<file path="config.mk">
export PLATFORM = sky130hd
export DESIGN_NAME = rf_read_arbiter
export DESIGN_NICKNAME = d
export VERILOG_FILES = /design/src/rtl/rf_pkg.sv /design/src/rtl/rr_arbiter.sv /design/src/rtl/rf_read_arbiter.sv
export SDC_FILE = /design/constraint.sdc
export NUM_CORES = 1
export LEC_CHECK = 0
export CAP_MARGIN = 30
export CORE_ASPECT_RATIO = 0.7
export CORE_MARGIN = 2
export CORE_UTILIZATION = 42
export CTS_CLUSTER_SIZE = 10
export DETAILED_ROUTE_END_ITERATION = 8
export GPL_TIMING_DRIVEN = 0
export PLACE_DENSITY = 0.85
export SLEW_MARGIN = 30
export SYNTH_ARGS = -nofsm -noshare
export SYNTH_HDL_FRONTEND = slang
export SYNTH_SLANG_ARGS = --single-unit
</file>
<file path="constraint.sdc">
create_clock -name clk -period 3.4 [get_ports clk]
set_input_delay 0.34 -clock clk [delete_from_list [all_inputs] [get_ports clk]]
set_output_delay 0.34 -clock clk [all_outputs]
set_load 0.005 [all_outputs]
</file>
<file path="src/rtl/rf_pkg.sv">
// Shared register-file constants and types used by the read-port arbiter and its clients.
package rf_pkg;

   localparam int NUM_REGS = 32;
   localparam int ADDR_W   = 5;
   localparam int DATA_W   = 64;

   typedef logic [ADDR_W-1:0] rf_addr_t;
   typedef logic [DATA_W-1:0] rf_data_t;

endpackage

</file>
<file path="src/rtl/rr_arbiter.sv">
// Combinational round-robin picker: grants the first requester at or after ptr, wrapping modulo N.
module rr_arbiter #(
   parameter int N = 4
)(
   input  logic [N-1:0]                         req,
   input  logic [((N > 1) ? $clog2(N) : 1)-1:0] ptr,
   input  logic                                 enable,
   output logic [N-1:0]                         grant,
   output logic [((N > 1) ? $clog2(N) : 1)-1:0] grant_idx
);

   localparam int IW = (N > 1) ? $clog2(N) : 1;

   logic found;
   int   pos;

   // Scan N positions starting at ptr; the first hit wins so the grant stays one-hot.
   always_comb begin
      grant     = '0;
      grant_idx = '0;
      found     = 1'b0;
      pos       = 0;
      for (int k = 0; k < N; k++) begin
         pos = int'(ptr) + k;
         if (pos >= N) begin
            pos = pos - N;
         end
         if (enable && !found && req[pos]) begin
            grant[pos] = 1'b1;
            grant_idx  = IW'(pos);
            found      = 1'b1;
         end
      end
   end

endmodule

</file>
<file path="src/rtl/rf_read_arbiter.sv">
// Shares one register-file read mux among NUM_REQ clients: arbitrate, drive the select from S1,
// capture the mux output into S2 and return it tagged with the requester id.
module rf_read_arbiter #(
   parameter int NUM_REQ = 4,
   parameter int ADDR_W  = rf_pkg::ADDR_W,
   parameter int DATA_W  = rf_pkg::DATA_W
)(
   input  logic                          clk,
   input  logic                          reset,
   input  logic [NUM_REQ-1:0]            req_valid,
   input  logic [NUM_REQ*ADDR_W-1:0]     req_addr,
   output logic [NUM_REQ-1:0]            req_ready,
   output logic [ADDR_W-1:0]             rd_sel,
   input  logic [DATA_W-1:0]             rd_data,
   output logic                          resp_valid,
   output logic [$clog2(NUM_REQ)-1:0]    resp_id,
   output logic [DATA_W-1:0]             resp_data,
   input  logic                          resp_ready
);

   localparam int IDW = $clog2(NUM_REQ);

   logic [IDW-1:0]     ptr_q,    ptr_d;
   logic               s1V_q,    s1V_d;
   logic [ADDR_W-1:0]  s1Addr_q, s1Addr_d;
   logic [IDW-1:0]     s1Id_q,   s1Id_d;
   logic               s2V_q,    s2V_d;
   logic [DATA_W-1:0]  s2Data_q, s2Data_d;
   logic [IDW-1:0]     s2Id_q,   s2Id_d;

   logic               stall;
   logic               anyGrant;
   logic [NUM_REQ-1:0] grant;
   logic [IDW-1:0]     grantIdx;

   assign stall    = s2V_q & ~resp_ready;
   assign anyGrant = |grant;

   // Reset also gates the grant so no handshake can complete while state is being cleared.
   rr_arbiter #(.N(NUM_REQ)) uArb (
      .req       (req_valid),
      .ptr       (ptr_q),
      .enable    (~stall & ~reset),
      .grant     (grant),
      .grant_idx (grantIdx)
   );

   assign req_ready  = grant;
   assign rd_sel     = s1Addr_q;
   assign resp_valid = s2V_q;
   assign resp_id    = s2Id_q;
   assign resp_data  = s2Data_q;

   // The whole pipeline advances together; under stall everything holds so rd_sel keeps rd_data valid.
   always_comb begin
      ptr_d    = ptr_q;
      s1V_d    = s1V_q;
      s1Addr_d = s1Addr_q;
      s1Id_d   = s1Id_q;
      s2V_d    = s2V_q;
      s2Data_d = s2Data_q;
      s2Id_d   = s2Id_q;
      if (!stall) begin
         s2V_d    = s1V_q;
         s2Data_d = s1V_q ? rd_data : '0;
         s2Id_d   = s1Id_q;
         s1V_d    = anyGrant;
         s1Addr_d = anyGrant ? req_addr[int'(grantIdx)*ADDR_W +: ADDR_W] : '0;
         s1Id_d   = anyGrant ? grantIdx : '0;
         if (anyGrant) begin
            ptr_d = (int'(grantIdx) == NUM_REQ-1) ? '0 : grantIdx + IDW'(1);
         end
      end
   end

   always_ff @(posedge clk or posedge reset) begin
      if (reset) begin
         ptr_q    <= '0;
         s1V_q    <= 1'b0;
         s1Addr_q <= '0;
         s1Id_q   <= '0;
         s2V_q    <= 1'b0;
         s2Data_q <= '0;
         s2Id_q   <= '0;
      end else begin
         ptr_q    <= ptr_d;
         s1V_q    <= s1V_d;
         s1Addr_q <= s1Addr_d;
         s1Id_q   <= s1Id_d;
         s2V_q    <= s2V_d;
         s2Data_q <= s2Data_d;
         s2Id_q   <= s2Id_d;
      end
   end

endmodule

</file>
==> results by group <==
Clock network
  – # H-tree levels: 3
  – CTS Buf Count: 9
  – Clock sinks: 77
  – Clk pin slew, worst setup/hold paths: 0.06 ns
  – CTS root buffer: clkbuf_16
  – Max Root-Sink Buffers: 2
  – CTS tree: yes
  – Cts hold-fix bufs: 0
  – Clock Latency Late Sink: 0.33 ns

Timing
  – RSZ-0062 raised after global routing: false
  – Final min period: 3.21 ns
  – Rel. slew slack: 36.3%
  – Period utilization: 94.5%
  – Fmax achieved: 311 MHz
  – Least-Margin Pin Slew: 0.946 ns
  – Hold slack: 0.480 ns
  – Slew Limit Fails: 0
  – Setup violators final: 0
  – Fin. Hold Viols: 0
  – Clock Skew: 0.00658 ns

Global route
  – Gr usage total: 24.8%
  – Initial antenna violation count: 0
  – Via count of the first global-routing pass: 3793
  – First-pass GRT wire length: 18900 µm
  – Largest net degree at the start of global routing: 48
  – Grt ovf: 0

Pwr
  – Peak VDD IR: 0.440 mV
  – Design Power: 0.00484 W
  – Leak Pwr: 2.52 nW
  – Pwr Density: 803 mW/mm²

Yosys
  – Share of the synthesized area in the top cell type: 51.6%
  – YS warnings: 0
  – Top cells by area, synth: dfrtp_1, nand2_1, o21ai_0
  – Syn_area_per_cell: 8.97 µm²
  – Ys flop type: dfrtp_1
  – #FFs+latches synth: 77
  – Unique cell type count in the Yosys netlist: 46
  – Cell count after synthesis: 416
  – Area leader, netlist: dfrtp_1
  – Mapped cell area: 0.00373 mm²
  – Sequential share of the synthesized area: 51.6%
  – Post-synth EDFFs: 0
  – Async set or reset register ratio after synthesis: 100%
  – Mapped Nets: 513

Layout
  – Layout cell share with drive strength beyond 1: 9.15%
  – Final nets: 704
  – Finished Core Util: 70.5%
  – Non-filler cells in the finished layout: 732
  – Commonest non-fill, non-tap cell in the layout: clkdlybuf4s50_1
  – Synth-to-layout area growth: 61.4%
  – Register area: 0.00193 mm²
  – Multi-input logic area: 0.00170 mm²
  – # diodes: 0
  – Fillers: 691
  – Post-route cell area: 0.00602 mm²
  – Most frequent cells in the layout: clkdlybuf4s50_1, nand2_1, dfrtp_1

Detailed routing
  – Via count: 3827
  – Drt drc: 0
  – Routed len/inst: 16.2 µm
  – Drt first pass iters: 4
  – Via-to-Cell Ratio: 5.23
  – Detailed Route WL: 11900 µm
  – DRT antenna net count: 0
  – Initial DRC Count: 242

Floorplan
  – Core area: 0.00855 mm²
  – Initial core utilization: 43.6%
  – Die W: 117 µm
  – DIE AREA: 0.00967 mm²
  – Ports: 167
  – Rows: 28
  – Die height: 82.9 µm

Worst setup path
  – CP required: 3.06 ns
  – Worst Setup EP: req_ready[2]
  – CP Launch Type: register
  – Reg2reg end: rd_sel[4]$_DFFE_PP0N_
  – Worst Setup End Kind: output pin
  – Reg2Reg Depth: 10
  – Worst Path Arrival: 2.87 ns
  – Critical path type: register to output pin
  – Worst r2r src: ptr_q[1]$_DFFE_PP0P_
  – Crit Path Max Fanout: 11
  – Reg-to-reg setup timing slack: 0.31 ns
  – Worst Setup SP: ptr_q[0]$_DFFE_PP0P_

Placed design
  – DP Area: 0.00555 mm²
  – GPL Wtd Cong: 0.885
  – Inst Count DP: 701
  – I/O Buffers: 164
  – DP Wirelength: 8650 µm

Job
  – Max cap viols: 0

Min path
  – Hold/Removal Path Class: register to register

Run status
  – Status: completed
-- stage by stage --
| stage | setup slack, ns | TNS [ns] |
|---|---|---|
| 3_3_place_gp | -0.466 | -30.21 |
| 2_1_floorplan | 0.197 | 0 |
| 3_5_place_dp | -0.559 | -6.73 |
| 6_report | 0.187 | 0 |
| 4_1_cts | 0.0288 | 0 |
| 5_1_grt | 0.0940 | 0 |
-- registers in the layout (all words and copies together), names as in the netlist --
signal	flops
rd_sel	5
resp_valid	1
ptr_q	2
s1V_q	1
s1Id_q	2
resp_data	64
resp_id	2
-- routing by layer --
layer	track usage, %	share of wire (%)
met5	0	0
met4	8.56	1.9
met3	6.79	8.5
met2	37.8	46
met1	34.1	44
-- area by class of cell --
type	count	share of cell area (%)
sequential	77	32.0
buffer	31	2.31
clock inverter	6	1.06
timing repair buffer	180	29.6
clock buffer	10	3.80
multi-input combinational	304	28.3
tap	120	2.49
inverter	4	0.499
-- synth_stat cells (3+ instances only) --
cell / instances
a211oi_1: 7
a21oi_1: 8
a221o_1: 5
a221oi_1: 4
buf_2: 3
clkbuf_1: 25
dfrtp_1: 77
ha_1: 6
inv_1: 3
mux2_2: 4
mux2i_1: 7
nand2_1: 146
nand3_1: 5
nand3b_1: 4
o211ai_1: 5
o21ai_0: 71
-- what timing repair did --
item / CTS / global route
pin swaps: 6 / 4
resized for setup: 15 / 4
setup endpoints to repair: 14 / 11
buffers inserted: 12 / 3
hold endpoints to repair: 0 / 0
-- power breakdown --
part           leakage [nW]  switching [W]  internal (W)  total [W]
clock network         0.138       0.000378      0.000567   0.000946
logic                  1.37        0.00119       0.00125    0.00244
registers              1.01       0.000195       0.00125    0.00145
-- logic make-up (layout without fill, tap and decap cells) --
group,count (synthesis),after routing,synth area share [%]
compound gates,114,114,18.8
xor+xnor,1,1,0.235
fa+ha+maj,6,6,2.01
buf+inv,35,231,3.72
flops,77,77,51.6
mux,13,13,4.29
simple gates,170,170,19.2
-- worst max-delay path, cell delays in order, from the launching register on --
cell and delay, ns:
dfrtp_1 0.38, buf_6 0.14, clkinv_8 0.07, ha_4 0.26, buf_6 0.09, mux4_2 0.54
buf_4 0.17, a2111oi_4 0.26, buf_4 0.19, a221o_1 0.18, dlygate4sd2_1 0.25
-- worst min path at each step --
stage,from,end,cells past startpoint
floorplan,s1Id_q[0]$_DFFE_PP0N_,s1Id_q[0]$_DFFE_PP0N_,2
global placement,resp_data[37]$_DFFE_PP0N_,resp_data[37]$_DFFE_PP0N_,2
detailed placement,resp_data[37]$_DFFE_PP0N_,resp_data[37]$_DFFE_PP0N_,2
CTS,resp_data[37]$_DFFE_PP0N_,resp_data[37]$_DFFE_PP0N_,2
global route,resp_data[54]$_DFFE_PP0N_,resp_data[54]$_DFFE_PP0N_,2
finish,resp_data[11]$_DFFE_PP0N_,resp_data[11]$_DFFE_PP0N_,2
Note: power is estimated with default switching activity, not from simulation.
